File: src/rtl/adc_spi_pkg.sv
// Shared definitions for the ADC SPI responder.
//   DATA_W_DEF / LEAD_ZEROS_DEF : default sample width and leading-zero count
//   FRAME_BITS / BIT_CNT_W      : frame length and bit-counter width for the defaults
//   state_e                     : frame FSM states
package adc_spi_pkg;
    localparam int DATA_W_DEF     = 12;
    localparam int LEAD_ZEROS_DEF = 4;
    localparam int FRAME_BITS     = LEAD_ZEROS_DEF + DATA_W_DEF;
    localparam int BIT_CNT_W      = $clog2(FRAME_BITS + 1);

    typedef enum logic [1:0] {
        ST_IDLE    = 2'd0,
        ST_SHIFT   = 2'd1,
        ST_WAIT_CS = 2'd2
    } state_e;
endpackage

File: src/rtl/adc_spi_sample_fifo.sv
// Sample FIFO feeding the responder's shift register.
//   clk, rst      : clock and synchronous active-high reset
//   push, wdata   : enqueue request and data (ignored while full)
//   pop, rdata    : dequeue request (ignored while empty); rdata shows the head entry
//   empty         : no entries stored
//   ready         : registered not-full, so a freed slot is offered the cycle after the pop
//   level         : current occupancy
module adc_spi_sample_fifo #(
    parameter int DATA_W = 12,
    parameter int DEPTH  = 8,
    localparam int AW    = $clog2(DEPTH),
    localparam int LW    = $clog2(DEPTH) + 1
) (
    input  logic              clk,
    input  logic              rst,
    input  logic              push,
    input  logic [DATA_W-1:0] wdata,
    input  logic              pop,
    output logic [DATA_W-1:0] rdata,
    output logic              empty,
    output logic              ready,
    output logic [LW-1:0]     level
);
    logic [DATA_W-1:0] mem_r [DEPTH];
    logic [AW-1:0]     wr_ptr_r;
    logic [AW-1:0]     rd_ptr_r;
    logic [LW-1:0]     level_r;
    logic [LW-1:0]     level_nxt_s;
    logic              ready_r;
    logic              empty_s;
    logic              push_ok_s;
    logic              pop_ok_s;

    assign empty_s   = (level_r == {LW{1'b0}});
    assign push_ok_s = push & ready_r;
    assign pop_ok_s  = pop & ~empty_s;

    // Next occupancy from the accepted push/pop pair.
    always_comb begin
        level_nxt_s = level_r;
        case ({push_ok_s, pop_ok_s})
            2'b10:   level_nxt_s = level_r + LW'(1);
            2'b01:   level_nxt_s = level_r - LW'(1);
            default: level_nxt_s = level_r;
        endcase
    end

    // Storage write; contents need no reset since level gates every read.
    always_ff @(posedge clk) begin
        if (push_ok_s) begin
            mem_r[wr_ptr_r] <= wdata;
        end
    end

    // Pointers (wrap naturally at DEPTH), occupancy and registered ready.
    always_ff @(posedge clk) begin
        if (rst) begin
            wr_ptr_r <= {AW{1'b0}};
            rd_ptr_r <= {AW{1'b0}};
            level_r  <= {LW{1'b0}};
            ready_r  <= 1'b1;
        end else begin
            if (push_ok_s) begin
                wr_ptr_r <= wr_ptr_r + AW'(1);
            end
            if (pop_ok_s) begin
                rd_ptr_r <= rd_ptr_r + AW'(1);
            end
            level_r <= level_nxt_s;
            ready_r <= (level_nxt_s != LW'(DEPTH));
        end
    end

    assign rdata = mem_r[rd_ptr_r];
    assign empty = empty_s;
    assign ready = ready_r;
    assign level = level_r;
endmodule

File: src/rtl/adc_spi_responder.sv
// SPI responder emulating a serial ADC: each CS-low frame shifts out
// LEAD_ZEROS zeros followed by a DATA_W sample, MSB first, changing MISO
// after SCLK falls so the master samples on SCLK rise.
//   CLK50, RESET            : system clock, synchronous active-high reset
//   CS, SCLK                : asynchronous master lines (synchronised here)
//   MISO, MISO_OE           : serial data and pad enable (high while selected)
//   sample_data/valid/ready : host-side sample enqueue port
//   fifo_level              : FIFO occupancy
//   frame_done/frame_abort  : one-cycle pulses on complete / truncated frame end
//   underflow               : one-cycle pulse when a frame starts on an empty FIFO
// Optional build macro ADC_SPI_RAMP_FALLBACK_EN: the fallback sample sent on
// underflow is a ramp counter instead of zero.
module adc_spi_responder
    import adc_spi_pkg::*;
#(
    parameter int DATA_W      = DATA_W_DEF,
    parameter int LEAD_ZEROS  = LEAD_ZEROS_DEF,
    parameter int FIFO_DEPTH  = 8,
    parameter int SYNC_STAGES = 2
) (
    input  logic                         CLK50,
    input  logic                         RESET,
    input  logic                         CS,
    input  logic                         SCLK,
    output logic                         MISO,
    output logic                         MISO_OE,
    input  logic [DATA_W-1:0]            sample_data,
    input  logic                         sample_valid,
    output logic                         sample_ready,
    output logic [$clog2(FIFO_DEPTH):0]  fifo_level,
    output logic                         frame_done,
    output logic                         frame_abort,
    output logic                         underflow
);
    localparam int FRM_BITS = LEAD_ZEROS + DATA_W;
    localparam int CNT_W    = $clog2(FRM_BITS + 1);
    localparam int SETTLE_W = $clog2(SYNC_STAGES + 1);

    logic [SYNC_STAGES-1:0] cs_sync_r;
    logic [SYNC_STAGES-1:0] sclk_sync_r;
    logic                   cs_d_r;
    logic                   sclk_d_r;
    logic [SETTLE_W-1:0]    settle_r;
    logic                   armed_r;
    state_e                 state_r;
    state_e                 state_nxt_s;
    logic [CNT_W-1:0]       bitcnt_r;
    logic [FRM_BITS-1:0]    shreg_r;
    logic                   miso_r;
    logic                   miso_oe_r;
    logic                   frame_done_r;
    logic                   frame_abort_r;
    logic                   underflow_r;
    logic                   cs_s;
    logic                   sclk_s;
    logic                   cs_fall_s;
    logic                   cs_rise_s;
    logic                   sclk_rise_s;
    logic                   sclk_fall_s;
    logic                   settled_s;
    logic                   start_s;
    logic                   abort_s;
    logic                   done_s;
    logic                   fifo_empty_s;
    logic                   fifo_pop_s;
    logic [DATA_W-1:0]      fifo_rdata_s;
    logic [DATA_W-1:0]      fallback_s;
    logic [FRM_BITS-1:0]    frame_word_s;

    adc_spi_sample_fifo #(
        .DATA_W (DATA_W),
        .DEPTH  (FIFO_DEPTH)
    ) u_fifo (
        .clk   (CLK50),
        .rst   (RESET),
        .push  (sample_valid),
        .wdata (sample_data),
        .pop   (fifo_pop_s),
        .rdata (fifo_rdata_s),
        .empty (fifo_empty_s),
        .ready (sample_ready),
        .level (fifo_level)
    );

    assign cs_s        = cs_sync_r[SYNC_STAGES-1];
    assign sclk_s      = sclk_sync_r[SYNC_STAGES-1];
    assign cs_fall_s   = cs_d_r & ~cs_s;
    assign cs_rise_s   = ~cs_d_r & cs_s;
    assign sclk_rise_s = ~sclk_d_r & sclk_s;
    assign sclk_fall_s = sclk_d_r & ~sclk_s;
    // The sync chain still holds reset values until it has been refilled from
    // the pins; arming on those would start a frame if CS was low at reset.
    assign settled_s   = (settle_r == SETTLE_W'(SYNC_STAGES));
    assign fifo_pop_s  = start_s;

`ifdef ADC_SPI_RAMP_FALLBACK_EN
    logic [DATA_W-1:0] ramp_r;

    // Ramp fallback advances once per underflow frame, wrapping naturally.
    always_ff @(posedge CLK50) begin
        if (RESET) begin
            ramp_r <= {DATA_W{1'b0}};
        end else if (start_s && fifo_empty_s) begin
            ramp_r <= ramp_r + DATA_W'(1);
        end else begin
            ramp_r <= ramp_r;
        end
    end

    assign fallback_s = ramp_r;
`else
    assign fallback_s = {DATA_W{1'b0}};
`endif

    assign frame_word_s = {{LEAD_ZEROS{1'b0}}, (fifo_empty_s ? fallback_s : fifo_rdata_s)};

    // Pin synchronisers, edge-detect history, settle counter and armed flag.
    always_ff @(posedge CLK50) begin
        if (RESET) begin
            cs_sync_r   <= {SYNC_STAGES{1'b1}};
            sclk_sync_r <= {SYNC_STAGES{1'b0}};
            cs_d_r      <= 1'b1;
            sclk_d_r    <= 1'b0;
            settle_r    <= {SETTLE_W{1'b0}};
            armed_r     <= 1'b0;
        end else begin
            cs_sync_r   <= {cs_sync_r[SYNC_STAGES-2:0], CS};
            sclk_sync_r <= {sclk_sync_r[SYNC_STAGES-2:0], SCLK};
            cs_d_r      <= cs_s;
            sclk_d_r    <= sclk_s;
            settle_r    <= settled_s ? settle_r : (settle_r + SETTLE_W'(1));
            armed_r     <= armed_r | (settled_s & cs_s);
        end
    end

    // FSM state register.
    always_ff @(posedge CLK50) begin
        if (RESET) begin
            state_r <= ST_IDLE;
        end else begin
            state_r <= state_nxt_s;
        end
    end

    // FSM next state and frame start/end strobes.
    always_comb begin
        state_nxt_s = state_r;
        start_s     = 1'b0;
        abort_s     = 1'b0;
        done_s      = 1'b0;
        case (state_r)
            ST_IDLE: begin
                if (cs_fall_s && armed_r) begin
                    start_s     = 1'b1;
                    state_nxt_s = ST_SHIFT;
                end else begin
                    state_nxt_s = ST_IDLE;
                end
            end
            ST_SHIFT: begin
                if (cs_rise_s) begin
                    abort_s     = 1'b1;
                    state_nxt_s = ST_IDLE;
                end else if (sclk_rise_s && (bitcnt_r == CNT_W'(FRM_BITS - 1))) begin
                    state_nxt_s = ST_WAIT_CS;
                end else begin
                    state_nxt_s = ST_SHIFT;
                end
            end
            ST_WAIT_CS: begin
                if (cs_rise_s) begin
                    done_s      = 1'b1;
                    state_nxt_s = ST_IDLE;
                end else begin
                    state_nxt_s = ST_WAIT_CS;
                end
            end
            default: begin
                state_nxt_s = ST_IDLE;
            end
        endcase
    end

    // Shift register, bit counter, MISO and status pulses.
    always_ff @(posedge CLK50) begin
        if (RESET) begin
            shreg_r       <= {FRM_BITS{1'b0}};
            bitcnt_r      <= {CNT_W{1'b0}};
            miso_r        <= 1'b0;
            miso_oe_r     <= 1'b0;
            frame_done_r  <= 1'b0;
            frame_abort_r <= 1'b0;
            underflow_r   <= 1'b0;
        end else begin
            if (start_s) begin
                shreg_r  <= frame_word_s;
                bitcnt_r <= {CNT_W{1'b0}};
            end else if (state_r == ST_SHIFT) begin
                if (sclk_rise_s) begin
                    bitcnt_r <= bitcnt_r + CNT_W'(1);
                end
                if (sclk_fall_s) begin
                    shreg_r <= {shreg_r[FRM_BITS-2:0], 1'b0};
                end
            end

            if (start_s) begin
                miso_r <= frame_word_s[FRM_BITS-1];
            end else if (state_nxt_s != ST_SHIFT) begin
                miso_r <= 1'b0;
            end else if (sclk_fall_s) begin
                miso_r <= shreg_r[FRM_BITS-2];
            end else begin
                miso_r <= miso_r;
            end

            miso_oe_r     <= ~cs_s;
            frame_done_r  <= done_s;
            frame_abort_r <= abort_s;
            underflow_r   <= start_s & fifo_empty_s;
        end
    end

    assign MISO        = miso_r;
    assign MISO_OE     = miso_oe_r;
    assign frame_done  = frame_done_r;
    assign frame_abort = frame_abort_r;
    assign underflow   = underflow_r;
endmodule

File: config.mk
export PLATFORM = sky130hd
export DESIGN_NAME = adc_spi_responder
export DESIGN_NICKNAME = d
export VERILOG_FILES = /design/src/rtl/adc_spi_pkg.sv /design/src/rtl/adc_spi_sample_fifo.sv /design/src/rtl/adc_spi_responder.sv
export SDC_FILE = /design/constraint.sdc
export NUM_CORES = 1
export LEC_CHECK = 0
export CAP_MARGIN = 20
export CORE_UTILIZATION = 50
export CTS_CLUSTER_SIZE = 16
export DETAILED_ROUTE_END_ITERATION = 7
export HOLD_SLACK_MARGIN = 0.03
export PLACE_DENSITY_LB_ADDON = 0.12
export SETUP_SLACK_MARGIN = 0.02
export SLEW_MARGIN = 10
export SYNTH_ARGS = -nofsm -noshare
export SYNTH_HDL_FRONTEND = slang
export SYNTH_HIERARCHICAL = 1
export SYNTH_SLANG_ARGS = --single-unit
File: constraint.sdc
create_clock -name CLK50 -period 2.9 [get_ports CLK50]
set_clock_uncertainty 0.2 [all_clocks]
set_input_delay 0.29 -clock CLK50 [delete_from_list [all_inputs] [get_ports CLK50]]
set_output_delay 0.29 -clock CLK50 [all_outputs]
set_load 0.01 [all_outputs]
* After elaboration in Yosys (flattened, before gate mapping)
Memory sizes are Yosys's and may differ from the RTL's. A register that Yosys moved wholly into a read port is not among the register bits.
Index checks and enable logic that the tools add are counted.
W data, S select, Z words.
** Operators by class
- Muxes and demuxes :: 17
- Reduce and logical (&&, ||, !) cells :: 13
- Add/subtract/negate cells :: 6
- Equal/unequal tests :: 8
- Bitwise operators :: 16
** Operators by type and width (number)
- $mux W12 :: 4
- $and A1 B1 Y1 :: 8
- $pmux W4 S2 :: 1
- $not A1 Y1 :: 7
- $add A3 B1 Y3 const B :: 2
- $eq A2 B2 Y1 const B :: 3
- $mux W1 :: 6
- $mux W2 :: 3
- $mux W3 :: 2
- $pmux W2 S3 :: 1
- $reduce_and A2 Y1 :: 3
- $reduce_or A2 Y1 :: 3
- $add A5 B1 Y5 const B :: 1
- $eq A5 B4 Y1 const B :: 1
- $add A4 B1 Y4 const B :: 1
- $eq A2 B1 Y1 const B :: 2
- $logic_not A4 Y1 :: 1
- $ne A4 B4 Y1 const B :: 1
- $reduce_bool A2 Y1 :: 2
- $sub A4 B1 Y4 const B :: 1
- $reduce_or A3 Y1 :: 1
- $add A2 B1 Y2 const B :: 1
- $logic_and A1 B1 Y1 :: 2
- $logic_not A2 Y1 :: 1
- other kinds (2) :: 2
** Storage, ports and cells
- Memory bits (writable) :: 96
- Bits of input ports :: 17
- Word-level logic and storage cells :: 80
- Register bits :: 47
- Memories kept :: 1
- Output and inout bits :: 10
** Memories
- u_fifo.mem_r :: depth 8, bits a word 12, rd ports 1, clocked after Yosys merged registers in 1, wr ports 1, RTL line adc_spi_sample_fifo.sv:24 : logic [DATA_W-1:0] mem_r [DEPTH];

* Depth between registers and ports, before layout
Gate-level depths: netlist (run 1).
- Depth in word-level cells :: 9
- Depth in mapped cells :: 13
- Mapped depth without buffers :: 11

* Cells and area by module
Netlist (run 1), hierarchy kept.
** Modules (own cells, without submodules)
- adc_spi_sample_fifo :: times used 1, cells an instance 218, area an instance 4393.0 um^2, sequential area each 3163.0 um^2
- adc_spi_responder :: times used 1, cells an instance 171, area an instance 1571.5 um^2, sequential area each 720.7 um^2

* Least setup slack after synthesis (run 1)
Ideal clock, no wire load.
- Kind :: reg-to-reg
- From :: reg state_r[1]
- To :: reg u_fifo.ready_r, in the netlist u_fifo/ready
- Slack :: 0.060 ns
- Clock period less this slack :: 2.840 ns
- Buffers on the path :: 2
- Stages on the path, launching flop included :: 14
- Library setup time :: 0.136 ns
- Data arrival time :: 2.505 ns
- Data required time :: 2.564 ns
- Path through :: dfxtp_1 -> nand4bb_4 -> or2_1 -> buf_2 -> buf_6 -> inv_1 -> o41a_1 -> ha_1 -> xor2_1 -> ha_1 -> a21oi_1 -> mux2i_1 -> xor2_1 -> o221ai_1
** On the way
- Cells in the longest elaborated chain, start to end :: 6
- Elaborated cells between the ends (all ways) :: 7
- Classes of those cells :: eq/ne (3); mux (2); bitwise (1); reduce/logical (1)
** RTL lines
- start: declaration :: RTL line adc_spi_responder.sv:45 : state_e state_r;
- start signal: assignment :: RTL line adc_spi_responder.sv:141 : state_r <= state_nxt_s;
- $logic_not A2 Y1 (*) :: RTL line adc_spi_responder.sv:151 : case (state_r)
- $mux W1 (*) :: RTL line adc_spi_responder.sv:151
- net fifo_pop_s :: RTL line adc_spi_responder.sv:65 : logic fifo_pop_s;
- $and A1 B1 Y1 (*) :: RTL line adc_spi_sample_fifo.sv:36 : assign pop_ok_s = pop & ~empty_s;
- $eq A2 B1 Y1 or $eq A2 B2 Y1 (tied branches) :: RTL line adc_spi_sample_fifo.sv:41 : case ({push_ok_s, pop_ok_s})
- $pmux W4 S2 (*) :: RTL line adc_spi_sample_fifo.sv:41
- $ne A4 B4 Y1 (*) :: RTL line adc_spi_sample_fifo.sv:70 : ready_r <= (level_nxt_s != LW'(DEPTH));
- end signal: assignment :: RTL line adc_spi_sample_fifo.sv:70
- end: declaration :: RTL line adc_spi_sample_fifo.sv:29 : logic ready_r;
Mark *: on every way through the listed nets, which the timed path passes. The rest lies on a longest branch.
A chain may end at the register's enable or synchronous reset.

* Worst setup path after layout (run 1)
Same ends and word-level chain as after synthesis.

==> results of run 1 <==
state kept, by name, summed over array words and instances (netlist names), 2 cells and up, named ones only:
| name | count |
|---|---|
| shreg_r | 15 |
| u_fifo/wr_ptr_r | 3 |
| u_fifo/rd_ptr_r | 3 |
| bitcnt_r | 5 |
| settle_r | 2 |
| state_r | 2 |
| cs_sync_r | 2 |
| sclk_sync_r | 2 |
| u_fifo/mem_r | 96 |
| u_fifo/level | 4 |
layout make-up:
type | count | share of cell area (%)
flip-flops and latches | 146 | 55.0
multi-input cells | 216 | 28.2
inverters | 6 | 0.319
clock buffers | 17 | 6.02
well taps | 143 | 2.53
clock inverters | 15 | 2.09
repair buffers | 45 | 5.88
cells by family (layout without fill, tap and decap cells):
group / Yosys count / count (layout) / synth area share (%)
AOI/OAI and AO/OA: 38 / 38 / 5.29
xor gates and xnor gates: 9 / 9 / 1.32
adders and majority gates: 8 / 8 / 1.68
buffers and inverters: 27 / 83 / 2.31
DFF: 146 / 146 / 65.1
muxes: 39 / 39 / 13.2
and+or+nand+nor: 122 / 122 / 11.1
per-stage QoR:
stage	hold slack [ns]	cells	setup slack (ns)	util [%]	total power, mW
2_1_floorplan	0.189	389	0.0600	-	2.55
3_3_place_gp	0.195	556	0.292	56.2	2.66
3_5_place_dp	0.200	556	0.156	56.2	2.68
4_1_cts	0.216	588	0.146	61.2	4.77
5_1_grt	0.231	588	0.0514	61.3	4.89
6_report	0.225	588	0.218	61.3	4.73
metal layers:
layer | track usage, % | vias to the layer above
li1 | - | 1586
met1 | 24.6 | 1651
met2 | 30.1 | 61
met3 | 4.26 | 12
met4 | 8.65 | 0
met5 | 0 | -
cells in the mapped netlist, drive strengths merged (3+ instances only):
library cell / number
mux2i: 3
o21ai: 4
nor3: 19
nor2: 18
clkbuf: 11
nor3b: 3
nand2b: 6
dfxtp: 50
nand3: 5
nand4bb: 3
buf: 10
or2: 5
ha: 8
mux2: 12
a21oi: 14
a311oi: 11
xor2: 7
nand2: 35
inv: 6
nor2b: 16
edfxtp: 96
mux4: 24
power by group:
group / total, mW / switching [mW] / leakage, nW / internal [mW]
Sequential: 2.32 / 0.0394 / 1.28 / 2.28
Combinational: 0.302 / 0.163 / 0.806 / 0.139
Clock: 2.10 / 0.897 / 0.281 / 1.21
worst min-delay path by stage:
stage	slack [ns]	start	cells after the start	endpoint
floorplan	0.19	sample_data[0]	0	u_fifo/mem_r[0][0]
global placement	0.20	cs_sync_r[0]	1	cs_sync_r[1]
detailed placement	0.20	cs_sync_r[0]	1	cs_sync_r[1]
CTS	0.22	SCLK	2	sclk_sync_r[0]
global route	0.23	CS	2	cs_sync_r[0]
finish	0.23	cs_sync_r[0]	1	cs_sync_r[1]
worst max-delay path, cell delays in order, from the launching register on:
cell       delay, ns
dfxtp_1         0.36
nand4bb_4       0.24
or2_1           0.24
inv_1           0.09
o41a_1          0.21
ha_4            0.18
xor2_1          0.08
ha_1            0.20
a21oi_1         0.14
mux2i_1         0.23
xor2_1          0.22
o221ai_1        0.17
==> results by group, run 1 <==
GRT
  – Vias in the first global route: 3287
  – Grt ovf: 0
  – GR Util All Layers: 18.8%
  – First-pass GRT wire length: 17100 um
  – Initial antenna violation count: 0
  – Largest net degree at the start of global routing: 25

CTS
  – Htree depth: 4
  – Worst-path clk slew: 0.06 ns
  – Hold_buf cts: 0
  – CTS resizes: 0
  – Clock buffer depth: 2
  – Clock root cell: clkbuf_16
  – Worst-Skew Late Latency: 0.42 ns
  – CTS tree: done
  – Clk sinks: 146
  – Num CTS Buffers: 17
  – # Post-CTS Setup Buffers: 0

Final layout
  – Filler Cell Count: 869
  – Sequential cell area: 3880 um^2
  – Most frequent cells in the layout: 96 x edfxtp_1, 50 x dfxtp_1, 35 x nand2_1
  – Layout area overhead: 18.4%
  – Share of cells above drive strength 1: 19.8%
  – Multi-input logic area: 1990 um^2
  – N_diodes: 0
  – Post-layout instance area: 7060 um^2
  – Nets@finish: 457
  – Most common cell after layout, fill and taps aside: edfxtp_1

Synthesis
  – Synth top area cells: edfxtp_1 48%, dfxtp_1 17%, mux4_1 9.3%, mux2_2 2.3%, nand2_1 2.2%
  – Post-synth EDFFs: 96
  – Seq cells post-synth: 146
  – Ys flop type: edfxtp_1
  – Synthesis warning total: 6
  – Cell accounting for the most synthesized area: edfxtp_1
  – Post-Synthesis Cell Area: 5960 um^2
  – Yosys top cell area share: 48.3%
  – Seq/Total Area, Yosys: 65.1%
  – Synth async-reset ratio: 0%
  – Count of different cell masters after synthesis: 46
  – Syn Inst Count: 389
  – Mean Syn Cell Area: 15.3 um^2
  – Synthesized net count: 414

Critical path
  – Setup crit end kind: flip-flop
  – Critical path class: flip-flop to flip-flop
  – FF-to-FF setup slack: 0.22 ns
  – Depth of the worst register-to-register path: 11
  – Startpoint types: flip-flop
  – Critical path data required time: 2.98 ns
  – Reg2reg start: state_r[1]
  – Worst setup startpoint: state_r[1]
  – Max FO, Critical Path: 7
  – Reg-to-Reg End: u_fifo/ready
  – Worst setup path end: u_fifo/ready
  – WP data arrival: 2.76 ns

Timing
  – Max Clk Rate: 373 MHz
  – Crit path time final: 2.68 ns
  – Slew headroom: 53.0%
  – Slew Limit Fails: 0
  – Hold Violations, Final: 0
  – Setup total negative slack: 0 ns
  – Final setup fails: 0
  – RSZ-0062 raised after global routing: false
  – Period utilization: 92.5%
  – Least-Margin Pin Slew: 0.704 ns

Power
  – Leakage: 2.36 nW
  – Pwr dens: 670 nW/um^2
  – Worst vdd ir: 0.000408 V

Job
  – Max Cap Viol: 0

Drt
  – Wire length on met1: 4960 um
  – DRC: 2
  – Top Layer Used: met4
  – Antenna Nets Post-Route: 0
  – DR WL met3: 300 um
  – Length of the first detailed-routing pass in iterations: 6
  – Routed wire length: 10700 um
  – Vias: 3310
  – Met2 WL post-DR: 5220 um
  – WL/cell: 18.1 um
  – Iter 0 DRT Violations: 188
  – Via density: 5.63

Outcome
  – Status: complete, but fails checks
  – Failing checks: DRC

Placed design
  – Post-DP Area: 6480 um^2
  – DP HPWL: 6420 um
  – Number of port buffers: 26
  – RD Place Congestion: 0.759

Floorplanning
  – # IOs: 27
  – Die area: 12400 um^2
  – Die height: 111 um
  – Row count: 39
  – Die X: 111 um
  – Initial core utilization: 51.8%
  – Core ar.: 11500 um^2

Min path
  – HP Class: flip-flop to flip-flop
Power figures use the tool's default switching activity.
==> inputs of run 2 (changes only) <==
- CTS_BUF_LIST: default -> sky130_fd_sc_hd__clkbuf_8
- GPL_TIMING_DRIVEN: default -> 0
==> results by group, run 2 (synthesis gave the netlist of run 1 again) <==
Outcome
  – Status: complete, but fails checks
  – Failing checks: DRC

Final layout
  – Share of cells above drive strength 1: 23.6%
  – Nets@finish: 479
  – Max reg flops: 96
  – Layout area overhead: 17.5%
  – Largest regs: u_fifo/mem_r (96), shreg_r (15), bitcnt_r (5)
  – Core Util, Final: 60.9%
  – Most frequent cells in the layout: 96 x edfxtp_1, 48 x dfxtp_1, 35 x nand2_1
  – Final Non-Filler Cells: 610
  – Most common cell after layout, fill and taps aside: edfxtp_1
  – N_diodes: 0
  – Reg with most FFs: u_fifo/mem_r

Critical path
  – WP data arrival: 2.88 ns
  – FF-to-FF setup slack: 0.13 ns
  – Critical path data required time: 3.01 ns
  – Reg2reg start: state_r[1]
  – Critical path class: flip-flop to flip-flop
  – Startpoint types: flip-flop
  – Reg-to-Reg End: u_fifo/ready
  – Setup crit end kind: flip-flop
  – Max FO, Critical Path: 6
  – Depth of the worst register-to-register path: 12

Placed design
  – Cell Count Post-Placement: 565
  – RD Place Congestion: 0.716
  – DP Worst Slack: -0.334 ns
  – Number of port buffers: 26
  – DP HPWL: 7050 um

CTS
  – Num CTS Buffers: 17
  – Worst-Skew Late Latency: 0.44 ns
  – Htree depth: 4
  – Clk sinks: 146
  – CTS tree: done
  – Clock root cell: clkbuf_8
  – Worst-path clk slew: 0.08 ns
  – Hold_buf cts: 0
  – Clock buffer depth: 2

Floorplanning
  – Row count: 39
  – Die height: 111 um
  – Initial core utilization: 51.8%
  – # IOs: 27
  – Die area: 12400 um^2
  – Die X: 111 um
  – Core ar.: 11500 um^2

Min path
  – HP Class: input pin to flip-flop
  – Worst hold stages: 2
  – Worst hold start: SCLK
  – Hold EP: sclk_sync_r[0]

Timing
  – Max Clk Rate: 361 MHz
  – Period utilization: 95.5%
  – Setup total negative slack: 0 ns
  – Slew Limit Fails: 0
  – Slew headroom: 41.4%
  – Hold Violations, Final: 0
  – Setup ws final: 0.132 ns
  – Final setup fails: 0
  – Least-Margin Pin Slew: 0.878 ns
  – Crit path time final: 2.77 ns

Drt
  – Length of the first detailed-routing pass in iterations: 6
  – Iter 0 DRT Violations: 176
  – Vias: 3361
  – DRC: 2
  – WL/cell: 17.7 um
  – Antenna Nets Post-Route: 0
  – Routed wire length: 10800 um
  – Via density: 5.51

GRT
  – First-pass GRT wire length: 17400 um
  – GR Util All Layers: 19.1%
  – Largest net degree at the start of global routing: 17
  – Vias in the first global route: 3364
  – Initial antenna violation count: 0
  – Grt ovf: 0

Job
  – Max Cap Viol: 0

Power
  – Leakage: 2.32 nW
  – Pwr dens: 572 nW/um^2
  – Worst vdd ir: 0.000496 V
[run 2: cell types whose count changed in the layout (fill, tap and decap cells not counted), sizes merged]
cell,change
clkbuf,+9
inv,-3
clkinvlp,+4
buf,+13
bufinv,-1
[run 2: cell type report]
cell class / count / area [um^2]
Buffer: 18 / 106
Clock buffer: 17 / 234
Clock inverter: 15 / 111
Fill cell: 879 / 4510
Inverter: 6 / 25.0
Multi-Input combinational cell: 216 / 2020
Sequential cell: 146 / 3890
Tap cell: 143 / 179
Timing Repair Buffer: 49 / 438
[run 2: worst max path at each step]
| stage | start | to | slack (ns) |
|---|---|---|---|
| floorplan | state_r[1] | u_fifo/ready | 0.06 |
| global placement | sample_valid | u_fifo/mem_r[0][9] | -0.96 |
| detailed placement | state_r[1] | u_fifo/ready | -0.33 |
| CTS | state_r[0] | u_fifo/ready | 0.01 |
| global route | state_r[1] | u_fifo/level[2] | -0.04 |
| finish | state_r[1] | u_fifo/ready | 0.13 |
[run 2: critical path, cell delays in order (launching register included)]
cell and delay [ns]:
dfxtp_4 0.37, nand4bb_4 0.22, or2_1 0.26, buf_8 0.13, inv_4 0.04, o41a_1 0.22
ha_4 0.17, buf_4 0.10, buf_4 0.10, o21ai_0 0.10, a21o_1 0.21, a2111oi_4 0.37
o221ai_2 0.16
[run 2: report_power, final]
| group | switching (mW) | total, mW | internal [mW] |
|---|---|---|---|
| clock network | 0.780 | 1.37 | 0.595 |
| registers | 0.0366 | 2.32 | 2.28 |
| logic | 0.171 | 0.319 | 0.148 |
| total | 0.987 | 4.01 | 3.02 |
[run 2: timing repair]
item | in CTS | in global routing
hold endpoints to repair | 0 | 0
setup buffers | 8 | 8
resized for setup | 8 | 11
pin swaps | 2 | 2
endpoints found under the setup margin | 3 | 3
[run 2: layer usage]
metal  global-route usage (%)  wire (um)
met2                     30.0       5270
met5                        0          0
met3                     5.47        396
met1                     25.0       5020
met4                     7.75        129
[run 2: through the flow]
step,cell area (um^2),hold WS [ns],power [mW]
floorplan,5960,0.189,2.55
detailed placement,6490,0.197,2.67
global route,7010,0.184,4.18
global placement,6400,0.197,2.64
finish,7010,0.199,4.01
CTS,6920,0.173,4.04
